--- src/rtl/ps2_pkg.sv ---
// Shared types and sizing helpers for the PS/2 receive path.
package ps2_pkg;

  typedef enum logic [1:0] {
    ST_IDLE   = 2'd0,
    ST_DATA   = 2'd1,
    ST_PARITY = 2'd2,
    ST_STOP   = 2'd3
  } ps2_rx_state_t;

  localparam int FRAME_DATA_BITS = 8;

  // Width of a counter that must be able to hold max_val.
  function automatic int cnt_width(input int max_val);
    return (max_val < 1) ? 1 : $clog2(max_val + 1);
  endfunction

endpackage

--- src/rtl/ps2_line_filter.sv ---
// Two-flop synchronizer plus run-length glitch filter for one PS/2 line;
// level idles high and fall pulses for one cycle on a filtered 1->0 change.
module ps2_line_filter
  import ps2_pkg::*;
#(
  parameter int FILTER_CYCLES = 16
) (
  input  logic main_clk,
  input  logic reset,
  input  logic line_in,
  output logic level,
  output logic fall
);

  localparam int CW = cnt_width(FILTER_CYCLES);

  logic          sync1_q;
  logic          sync2_q;
  logic [CW-1:0] cnt_q;

  // The level flips on the FILTER_CYCLES-th consecutive opposite sample.
  always_ff @(posedge main_clk) begin
    if (reset) begin
      sync1_q <= 1'b1;
      sync2_q <= 1'b1;
      level   <= 1'b1;
      fall    <= 1'b0;
      cnt_q   <= '0;
    end else begin
      sync1_q <= line_in;
      sync2_q <= sync1_q;
      fall    <= 1'b0;
      if (sync2_q == level) begin
        cnt_q <= '0;
      end else if (cnt_q == CW'(FILTER_CYCLES - 1)) begin
        level <= sync2_q;
        fall  <= level;
        cnt_q <= '0;
      end else begin
        cnt_q <= cnt_q + 1'b1;
      end
    end
  end

endmodule

--- src/rtl/ps2_rx_frame.sv ---
// PS/2 device-to-host deframer with FWFT byte FIFO and clock inhibit.
// Define PS2_RX_PARITY_CHECK_EN to drop bad-parity frames and count them.
module ps2_rx_frame
  import ps2_pkg::*;
#(
  parameter int FILTER_CYCLES   = 16,
  parameter int TIMEOUT_CYCLES  = 166667,
  parameter int FIFO_DEPTH_LOG2 = 3
) (
  input  logic          main_clk,
  input  logic          reset,
  input  logic          ps2_clock_in,
  input  logic          ps2_data_in,
  output logic          ps2_clock_pulldown,
  output logic          ps2_data_pulldown,
  output logic [7:0]    rx_data,
  output logic          rx_valid,
  input  logic          rx_ready,
  output logic [7:0]    frame_error_count,
  output logic [7:0]    parity_error_count,
  output logic          overflow,
  input  logic          overflow_clear,
  output ps2_rx_state_t rx_state
);

  localparam int TW    = cnt_width(TIMEOUT_CYCLES);
  localparam int DEPTH = 1 << FIFO_DEPTH_LOG2;
  localparam int AW    = FIFO_DEPTH_LOG2;
  localparam int CW    = FIFO_DEPTH_LOG2 + 1;

  logic clk_filt, clk_fall, data_filt, data_fall_unused;

  ps2_line_filter #(.FILTER_CYCLES(FILTER_CYCLES)) u_clk_filter (
    .main_clk (main_clk),
    .reset    (reset),
    .line_in  (ps2_clock_in),
    .level    (clk_filt),
    .fall     (clk_fall)
  );

  ps2_line_filter #(.FILTER_CYCLES(FILTER_CYCLES)) u_data_filter (
    .main_clk (main_clk),
    .reset    (reset),
    .line_in  (ps2_data_in),
    .level    (data_filt),
    .fall     (data_fall_unused)
  );

  ps2_rx_state_t state_q, state_d;
  logic [2:0]    bit_cnt_q, bit_cnt_d;
  logic [7:0]    shift_q, shift_d;
  logic [TW-1:0] timer_q, timer_d;
  logic          push_q, push_d;
  logic          frame_err_inc, parity_err_inc;
`ifdef PS2_RX_PARITY_CHECK_EN
  logic          parity_q, parity_d;
`endif

  always_ff @(posedge main_clk) begin
    if (reset) begin
      state_q   <= ST_IDLE;
      bit_cnt_q <= '0;
      shift_q   <= '0;
      timer_q   <= '0;
      push_q    <= 1'b0;
`ifdef PS2_RX_PARITY_CHECK_EN
      parity_q  <= 1'b0;
`endif
    end else begin
      state_q   <= state_d;
      bit_cnt_q <= bit_cnt_d;
      shift_q   <= shift_d;
      timer_q   <= timer_d;
      push_q    <= push_d;
`ifdef PS2_RX_PARITY_CHECK_EN
      parity_q  <= parity_d;
`endif
    end
  end

  always_comb begin
    state_d        = state_q;
    bit_cnt_d      = bit_cnt_q;
    shift_d        = shift_q;
    timer_d        = '0;
    push_d         = 1'b0;
    frame_err_inc  = 1'b0;
    parity_err_inc = 1'b0;
`ifdef PS2_RX_PARITY_CHECK_EN
    parity_d       = parity_q;
`endif
    if (state_q != ST_IDLE && !clk_fall) timer_d = timer_q + 1'b1;
    case (state_q)
      ST_IDLE: begin
        if (clk_fall) begin
          if (!data_filt) begin
            state_d   = ST_DATA;
            bit_cnt_d = '0;
          end else begin
            frame_err_inc = 1'b1;
          end
        end
      end
      ST_DATA: begin
        if (clk_fall) begin
          shift_d   = {data_filt, shift_q[7:1]};
          bit_cnt_d = bit_cnt_q + 1'b1;
          if (bit_cnt_q == 3'(FRAME_DATA_BITS - 1)) state_d = ST_PARITY;
        end
      end
      ST_PARITY: begin
        if (clk_fall) begin
`ifdef PS2_RX_PARITY_CHECK_EN
          parity_d = data_filt;
`endif
          state_d = ST_STOP;
        end
      end
      ST_STOP: begin
        if (clk_fall) begin
          state_d = ST_IDLE;
          if (!data_filt) begin
            frame_err_inc = 1'b1;
          end else begin
`ifdef PS2_RX_PARITY_CHECK_EN
            if (^{shift_q, parity_q}) push_d = 1'b1;
            else parity_err_inc = 1'b1;
`else
            push_d = 1'b1;
`endif
          end
        end
      end
      default: state_d = ST_IDLE;
    endcase
    // A stalled frame is abandoned; any partial byte is simply never pushed.
    if (state_q != ST_IDLE && !clk_fall && timer_q == TW'(TIMEOUT_CYCLES - 1)) begin
      state_d       = ST_IDLE;
      timer_d       = '0;
      frame_err_inc = 1'b1;
    end
  end

  always_ff @(posedge main_clk) begin
    if (reset) begin
      frame_error_count  <= '0;
      parity_error_count <= '0;
    end else begin
      if (frame_err_inc && frame_error_count != 8'hFF)
        frame_error_count <= frame_error_count + 1'b1;
      if (parity_err_inc && parity_error_count != 8'hFF)
        parity_error_count <= parity_error_count + 1'b1;
    end
  end

  // Pop handshake: a byte leaves the FIFO on any cycle where rx_valid && rx_ready;
  // rx_data is only meaningful while rx_valid is high and reads 0 otherwise.
  logic [7:0]    mem [DEPTH];
  logic [AW-1:0] wr_ptr_q, rd_ptr_q;
  logic [CW-1:0] count_q;
  logic          full, pop, push_ok;

  assign full    = (count_q == CW'(DEPTH));
  assign pop     = rx_valid && rx_ready;
  assign push_ok = push_q && (!full || pop);

  always_ff @(posedge main_clk) begin
    if (push_ok) mem[wr_ptr_q] <= shift_q;
  end

  always_ff @(posedge main_clk) begin
    if (reset) begin
      wr_ptr_q <= '0;
      rd_ptr_q <= '0;
      count_q  <= '0;
      overflow <= 1'b0;
    end else begin
      if (push_ok) wr_ptr_q <= wr_ptr_q + 1'b1;
      if (pop)     rd_ptr_q <= rd_ptr_q + 1'b1;
      if (push_ok && !pop)      count_q <= count_q + 1'b1;
      else if (pop && !push_ok) count_q <= count_q - 1'b1;
      if (push_q && full && !pop) overflow <= 1'b1;
      else if (overflow_clear)    overflow <= 1'b0;
    end
  end

  assign rx_valid = (count_q != '0);
  assign rx_data  = rx_valid ? mem[rd_ptr_q] : 8'h00;
  assign rx_state = state_q;

  assign ps2_clock_pulldown = !reset && (state_q == ST_IDLE) && clk_filt &&
                              (count_q >= CW'(DEPTH - 1));
  assign ps2_data_pulldown  = 1'b0;

endmodule
--- config.mk ---
export PLATFORM = sky130hd
export DESIGN_NAME = ps2_rx_frame
export DESIGN_NICKNAME = d
export VERILOG_FILES = /design/src/rtl/ps2_pkg.sv /design/src/rtl/ps2_line_filter.sv /design/src/rtl/ps2_rx_frame.sv
export SDC_FILE = /design/constraint.sdc
export NUM_CORES = 1
export LEC_CHECK = 0
export CAP_MARGIN = 20
export CORE_MARGIN = 3
export CORE_UTILIZATION = 53
export DETAILED_ROUTE_END_ITERATION = 6
export GPL_TIMING_DRIVEN = 0
export PLACE_DENSITY = 0.8
export RECOVER_POWER = 50
export SYNTH_ARGS = -nofsm -noshare
export SYNTH_HDL_FRONTEND = slang
export SYNTH_SLANG_ARGS = --single-unit
--- constraint.sdc ---
create_clock -name main_clk -period 2.5 [get_ports main_clk]
set_input_delay 0.5 -clock main_clk [delete_from_list [all_inputs] [get_ports main_clk]]
set_output_delay 0.5 -clock main_clk [all_outputs]
set_load 0.1 [all_outputs]
Yosys cells after proc, flatten, opt, wreduce, memory -nomap -nowiden
Memory sizes are Yosys's and may differ from the RTL's. A register that Yosys moved wholly into a read port is not among the register bits.
Cells that the tools add are included.
{"block": "totals", "output_inout_bits": 30, "in_bits": 6, "mem_count": 1, "ram_bits": 64, "elab_cells": 113, "register_bits": 68}
{"memory": "mem", "words": 8, "width": 8, "rd": 1, "rd_clocked_by_memory_dff": 1, "write_ports": 1, "line": "ps2_rx_frame.sv:158", "rtl": "logic [7:0] mem [DEPTH];"}
{"block": "classes", "magnitude_cmp": 1, "n_addsub": 9, "muxes": 26, "n_bitwise": 5, "reduce_logical": 35, "n_eq_ne": 17}
{"cell": "$add A18 B1 Y18 const B", "count": 1}
{"cell": "$eq A18 B18 Y1 const B", "count": 1}
{"cell": "$mux W3", "count": 5}
{"cell": "$logic_and A1 B1 Y1", "count": 12}
{"cell": "$mux W2", "count": 6}
{"cell": "$reduce_or A3 Y1", "count": 4}
{"cell": "$add A5 B1 Y5 const B", "count": 2}
{"cell": "$eq A5 B4 Y1 const B", "count": 2}
{"cell": "$add A3 B1 Y3 const B", "count": 3}
{"cell": "$mux W1", "count": 9}
{"cell": "$add A8 B1 Y8 const B", "count": 1}
{"cell": "$mux W4", "count": 2}
{"cell": "$mux W8", "count": 1}
{"cell": "$ne A2 B1 Y1 const B", "count": 4}
{"cell": "$ne A8 B8 Y1 const B", "count": 1}
{"cell": "$pmux W2 S4", "count": 1}
{"cell": "$reduce_bool A2 Y1", "count": 4}
{"cell": "$pmux W3 S2", "count": 1}
{"cell": "$reduce_and A2 Y1", "count": 3}
{"cell": "$reduce_and A6 Y1", "count": 1}
{"cell": "$logic_not A1 Y1", "count": 5}
{"cell": "$not A1 Y1", "count": 5}
{"cell": "$add A4 B1 Y4 const B", "count": 1}
{"cell": "$eq A2 B2 Y1 const B", "count": 2}
{"cell": "other kinds (13)", "count": 16}

Depth between registers and ports, before layout
Gate-level depths: netlist of run 1.
{"block": "logic_depth", "word_depth": 8, "mapped_depth": 11, "mapped_depth_nobuf": 11}

Cells and area by module
A second synthesis of run 1 with hierarchy kept.
{"block": "unflattened", "cells_unflattened": 457, "area_unflattened_um2": 5646.7}
{"mod": "ps2_rx_frame", "seq_area_each_um2": 3002.9, "cells_each": 399, "area_per_inst_um2": 5003.5, "n_inst": 1}
{"mod": "ps2_line_filter", "seq_area_each_um2": 180.2, "cells_each": 29, "area_per_inst_um2": 321.6, "n_inst": 2}

Worst setup path after synthesis of run 1
No wires, ideal clock.
{"block": "synth_path", "path_type": "reg2out", "from": "register state_q[0], in the netlist rx_state[0]", "to": "output port ps2_clock_pulldown", "arrival_time_ns": 4.136, "path_slack_ns": -2.136, "required_time_ns": 2.000, "n_path_buf": 1, "path_stages_with_launch": 5, "path_cell_list": "dfxtp_1 inv_1 ha_1 clkbuf_4 nor4bb_1"}
{"block": "synth_via", "elab_chain_cells": 4}
{"element": "start, declared", "line": "ps2_rx_frame.sv:49", "rtl": "ps2_rx_state_t state_q, state_d;"}
{"element": "start signal, assigned", "line": "ps2_rx_frame.sv:70", "rtl": "state_q <= state_d;"}
{"element": "$logic_not A2 Y1", "line": "ps2_rx_frame.sv:191", "rtl": "assign ps2_clock_pulldown = !reset && (state_q == ST_IDLE) && clk_filt &&"}
{"element": "$logic_and A1 B1 Y1 (3 in series)", "line": "ps2_rx_frame.sv:191"}
{"element": "end, declared", "line": "ps2_rx_frame.sv:14", "rtl": "output logic ps2_clock_pulldown,"}
Every way passes these cells.

==> results.tsv, run 1 <==
stage	metric	value	unit
die	die area	12140	um^2
setup_path	worst r2r src	count_q[2]	
synth	Avg Inst Size Synth	12.43	um^2
sta	final hold vios	0	
clocking	TritonCTS Buffers	17	
sta	post-route setup TNS	-0.1336	ns
min_path	Min-Delay Startpoint	u_data_filter.sync1_q	
setup_path	Crit Path Max Fanout	5	
sta	Final setup viols	7	
die	Initial Utilization	55.00	%
layout	Final nets	545	
outcome	failing checks	negative setup slack	
synth	Yosys top cell area share	33.40	%
sta	Clock Skews	0.01093	ns
grt	vias in the first global route	3784	
place	GPL Wtd Cong	0.7680	
setup_path	crit-path max cell delay	0.51	ns
routing	final WL	10960	um
layout	Post-Layout Cell Count	669	
layout	Filler cells	794	
sta	headroom to the max-slew limit	35.53	%
grt	first-pass GRT wire length	18260	um
place	hpwl dp	7328	um
die	Core Region	10460	um^2
place	placed cells	635	
die	Die X	110.2	um
setup_path	Critical Path Sink Type	primary output	
die	I/O pin total	36	
clocking	CTS tree	done	
synth	post-synth top area cell	edfxtp_1	
routing	Via-to-Cell Ratio	5.384	
routing	drt first pass iters	4	
routing	Final ANT Viol Nets	0	
job	Max-cap violations	0	
synth	main area contributors after synthesis	edfxtp_1 33%, dfxtp_1 25%, mux4_2 6.3%	
place	Post-DP Area	6300	um^2
sta	max-slew violation count	0	
sta	Tmin final	2.554	ns
routing	routed vias	3602	
clocking	later-pin clock latency in the skew report	0.53	ns
setup_path	Crit path required time	2.00	ns
sta	RSZ-0062 raised after global routing	yes	
clocking	Clock Tree Root	clkbuf_8	
sta	Final period util	102.2	%
setup_path	slowest CP cell	mux4_2	
place	Port Buf Inserts	26	
synth	post-synthesis sequential area ratio	58.10	%
setup_path	WS Path Type	reg -> out	
synth	total number of yosys warnings	0	
synth	asr flop ratio synth	0	%
clocking	hold_buf cts	0	
outcome	status	complete, but fails checks	
setup_path	CP Launch Type	flip-flop	
synth	Post-synth top cells	71 x dfxtp_1, 64 x edfxtp_1, 53 x nor2_1	
routing	wire per inst	16.38	um
grt	global route total overflow	0	
setup_path	most numerous cell on the critical path	buf_6	
grt	initial antenna violation count	0	
die	Die H	110.2	um
clocking	clock transition at the registers of the reported paths	0.06	ns
pwr	P_leak	2.439	nW
grt	largest net degree at the start of global routing	17	
synth	Synth Cell Area	5754	um^2
clocking	clock sink count	135	
routing	DRC viols	0	
layout	Final Util	66.47	%
layout	multi-input logic area	2280	um^2
pwr	pwr/cell area	882.8	nW/um^2
synth	top-count cell post-synth	dfxtp_1	
synth	cells after synthesis	463	
synth	Synth Flop Type	dfxtp_1	
grt	Tot GR Track Use	20.11	%
layout	Area growth syn-to-layout	20.85	%
pwr	maximum VDD drop	0.5665	mV
synth	Post-synth EDFFs	64	
setup_path	Largest delay share family, worst path	multiplexers	
layout	share of post-route cells with drive strength above 1	22.89	%
layout	n_diodes	0	
synth	register bit total from synthesis	135	
die	row cnt	37	
sta	Peak Freq	0.3916	GHz
synth	Yosys cell types	50	
routing	DRT iter0 DRCs	181	
clocking	Max H-tree Level	4	
sta	final worst slack	-0.05380	ns
setup_path	crit path DAT	2.05	ns
layout	Finished Cell Area	6954	um^2
setup_path	CP Cell Sequence	buf_6 > buf_12 > mux4_2 > mux2i_2 > nor2_1 > buf_6	
clocking	Bufs on Longest Clock Path	2	
layout	FF/Latch Area	3354	um^2
sta	slew at the pin closest to its max-slew limit	0.9709	ns
min_path	Worst Hold Class	reg -> reg	
setup_path	CP Buf/Inv Count	3	
final cells by class:
| class | instances | share of cell area [%] |
|---|---|---|
| Sequential cell | 135 | 48.24 |
| Multi-Input combinational cell | 292 | 32.78 |
| Clock buffer | 21 | 6.603 |
| Inverter | 18 | 1.062 |
| Timing Repair Buffer | 31 | 4.822 |
| Tap cell | 136 | 2.447 |
| Clock inverter | 11 | 1.385 |
| Buffer | 25 | 2.663 |
through the flow:
stage | power (mW) | hold slack, ns | setup slack, ns
final | 6.139 | 0.4064 | -0.05380
after global routing | 6.358 | 0.4230 | -0.1358
after floorplan | 3.489 | 0.3895 | -0.4648
after detailed placement | 3.737 | 0.3941 | -0.8296
after global placement | 3.721 | 0.3925 | -0.8807
after CTS | 6.175 | 0.4078 | -0.08828
layout by cell type (no fill, tap or decap), drive strengths merged, types with 16 or more instances in the layout:
| master | netlist | layout |
|---|---|---|
| clkbuf | 5 | 30 |
| xnor2 | 20 | 20 |
| dfxtp | 71 | 71 |
| nand3 | 19 | 19 |
| nand2 | 25 | 25 |
| nor2 | 63 | 63 |
| edfxtp | 64 | 64 |
| buf | 21 | 31 |
| inv | 18 | 20 |
| mux4 | 16 | 16 |
| ha | 18 | 18 |
| a21oi | 24 | 24 |
sequential cells by signal, indices dropped and copies added, names as in the netlist, 2 cells and up, named ones only:
register / flops
bit_cnt_q: 3
count_q: 4
frame_error_count: 8
mem: 64
rd_ptr_q: 3
rx_state: 2
shift_q: 8
timer_q: 18
u_clk_filter.cnt_q: 5
u_data_filter.cnt_q: 5
wr_ptr_q: 3
layer usage:
layer  up-vias  global-route usage [%]  part of all wire [%]
li1       1752                       -                     -
met1      1749                   22.79                    40
met2        80                   36.96                    54
met3        21                   4.601                   3.5
met4         0                   7.212                   2.0
met5         -                       0                     0
final timing paths:
check,to,slack [ns],cells after the start
setup / recovery,rx_data[6],-0.05,6
hold reg to reg,u_data_filter.sync2_q,0.41,1
setup reg to reg,count_q[3],0.17,11
hold / removal,u_data_filter.sync2_q,0.41,1
cells by family after synthesis:
kind of cell	after synthesis	synth area share (%)
adders and majority gates	19	4.262
DFF	135	58.10
muxes	31	8.872
xor gates and xnor gates	29	4.414
AOI/OAI and AO/OA	45	4.544
and+or+nand+nor	159	15.37
other	1	0.06517
buffers and inverters	44	4.370
report_power, final:
part	internal (mW)	switching (mW)
combinational	0.495	0.942
sequential	2.34	0.0642
clock	1.40	0.903
repair_timing:
| action | in CTS | in global routing |
|---|---|---|
| buffers inserted | 2 | 0 |
| resized for setup | 92 | 8 |
| pin swaps | 1 | 3 |
| cloned | 1 | 0 |
| endpoints found under the setup margin | 67 | 51 |
(Power assumes the default switching activity.)
==> run 2: changes to the inputs <==
--- a/config.mk
+++ b/config.mk
@@ -9,3 +9,3 @@
 export CORE_MARGIN = 3
-export CORE_UTILIZATION = 53
+export CORE_UTILIZATION = 55
 export DETAILED_ROUTE_END_ITERATION = 6
==> constraint.sdc (replaced) <==
create_clock -name main_clk -period 3.28 [get_ports main_clk]
set_input_delay 0.656 -clock main_clk [delete_from_list [all_inputs] [get_ports main_clk]]
set_output_delay 0.656 -clock main_clk [all_outputs]
set_load 0.01 [all_outputs]
==> results.tsv, run 2 (synthesis results as in run 1) <==
stage	metric	value	unit
setup_path	crit path DAT	2.49	ns
layout	leading cell type in the layout, fill and taps excluded	dfxtp_1	
place	Port Buf Inserts	26	
layout	max reg flops	64	
pwr	pwr/cell area	619.0	nW/um^2
grt	first-pass GRT wire length	17880	um
routing	final WL	10700	um
setup_path	CP Launch Type	flip-flop	
min_path	Min-Delay Startpoint	u_data_filter.sync1_q	
layout	Biggest register	mem	
clocking	Clock Tree Root	clkbuf_8	
sta	Peak Freq	0.3183	GHz
layout	FF/Latch Area	3343	um^2
setup_path	CP Buf/Inv Count	3	
setup_path	CP Cell Sequence	buf_4 > buf_8 > mux4_2 > mux2i_1 > nor2_1 > clkdlybuf4s50_1	
pwr	Power, Total	4.203	mW
outcome	status	complete, no violations	
grt	vias in the first global route	3599	
setup_path	slowest CP cell	mux4_2	
pwr	P_leak	2.302	nW
setup_path	worst r2r src	count_q[0]	
clocking	hold_buf cts	0	
sta	Final period util	95.80	%
grt	Tot GR Track Use	20.13	%
pwr	maximum VDD drop	0.4797	mV
layout	n_diodes	0	
layout	share of post-route cells with drive strength above 1	16.98	%
sta	RSZ-0062 raised after global routing	no	
die	Initial Utilization	57.81	%
setup_path	Largest delay share family, worst path	buffers and inverters	
die	Core Region	9955	um^2
sta	Final setup viols	0	
grt	initial antenna violation count	0	
routing	wire per inst	16.14	um
clocking	clock sink count	135	
layout	Filler cells	717	
routing	DRC viols	0	
setup_path	Critical Path Sink Type	primary output	
grt	largest net degree at the start of global routing	17	
min_path	Worst Hold Class	reg -> reg	
routing	routed vias	3584	
die	I/O pin total	36	
setup_path	crit-path max cell delay	0.53	ns
layout	Final nets	542	
sta	headroom to the max-slew limit	38.88	%
die	Die H	108.3	um
layout	multi-input logic area	2178	um^2
layout	most frequent cells in the layout	71 x dfxtp_1, 64 x edfxtp_1, 53 x nor2_1, 25 x nand2_1	
sta	Tmin final	3.142	ns
sta	final hold vios	0	
setup_path	WS Path Type	reg -> out	
die	Die X	108.3	um
sta	max-slew violation count	0	
clocking	CTS tree	done	
sta	slew at the pin closest to its max-slew limit	0.9135	ns
clocking	Bufs on Longest Clock Path	2	
layout	Largest regs	mem (64), timer_q (18)	
job	Max-cap violations	0	
place	Post-DP Area	6226	um^2
sta	Clock Skews	0.008898	ns
routing	DRT iter0 DRCs	146	
setup_path	Crit path required time	2.62	ns
layout	Area growth syn-to-layout	18.00	%
clocking	later-pin clock latency in the skew report	0.52	ns
routing	drt first pass iters	4	
clocking	clock transition at the registers of the reported paths	0.06	ns
routing	Via-to-Cell Ratio	5.406	
layout	Finished Cell Area	6790	um^2
routing	Final ANT Viol Nets	0	
die	die area	11730	um^2
clocking	TritonCTS Buffers	17	
place	GPL Wtd Cong	0.8040	
die	row cnt	36	
place	hpwl dp	7054	um
grt	global route total overflow	0	
setup_path	Crit Path Max Fanout	10	
clocking	Max H-tree Level	4	
## run 2: cell count changes in the layout (fill, tap and decap cells not counted), sizes merged
| cell | before | now |
|---|---|---|
| buf | 31 | 19 |
| inv | 20 | 24 |
| dlygate4sd3 | 1 | 2 |
| clkbuf | 30 | 25 |
| clkinvlp | 4 | 3 |
| bufinv | 1 | 2 |
| clkdlybuf4s50 | 4 | 23 |
| dlygate4sd2 | 10 | 0 |
## run 2: cell type report
| cell class | count | share of cell area [%] |
|---|---|---|
| Inverter | 18 | 0.9950 |
| Clock inverter | 15 | 2.432 |
| Buffer | 25 | 2.617 |
| Clock buffer | 17 | 6.099 |
| Multi-Input combinational cell | 292 | 32.08 |
| Timing Repair Buffer | 28 | 4.091 |
| Sequential cell | 135 | 49.24 |
| Tap cell | 133 | 2.451 |
## run 2: worst paths after layout
path | to | slack (ns) | cells after the start
setup / recovery | rx_data[6] | 0.14 | 6
hold / removal | u_data_filter.sync2_q | 0.41 | 1
setup reg to reg | count_q[3] | 0.34 | 11
hold reg to reg | u_data_filter.sync2_q | 0.41 | 1
## run 2: power breakdown
part	total, mW	internal [mW]	switching [mW]
clock	1.85	1.10	0.753
sequential	1.82	1.78	0.0419
combinational	0.535	0.290	0.245
total	4.20	3.16	1.04
## run 2: repair_timing
item	in CTS	in global routing
setup buffers	0	0
setup endpoints to repair	8	5
gates resized for setup	4	4
## run 2: stage by stage
| stage | std cells | setup WS (ns) | util, % | hold WS (ns) | setup TNS, ns |
|---|---|---|---|---|---|
| after detailed placement | 632 | -0.1044 | 62.54 | 0.3966 | -0.1044 |
| after global routing | 663 | 0.01840 | 68.21 | 0.4370 | 0 |
| after global placement | 630 | -0.09674 | 62.39 | 0.3923 | -1.545 |
| final | 663 | 0.1379 | 68.21 | 0.4145 | 0 |
| after floorplan | 471 | 0.6865 | - | 0.3895 | 0 |
| after CTS | 663 | 0.02064 | 68.43 | 0.4180 | 0 |
## run 2: metal layers
layer	share of wire, %	track usage (%)	vias up
met5	0	0	-
met4	0.95	7.033	0
met3	2.5	4.537	15
met2	53	35.04	45
met1	43	24.73	1779
li1	-	-	1745
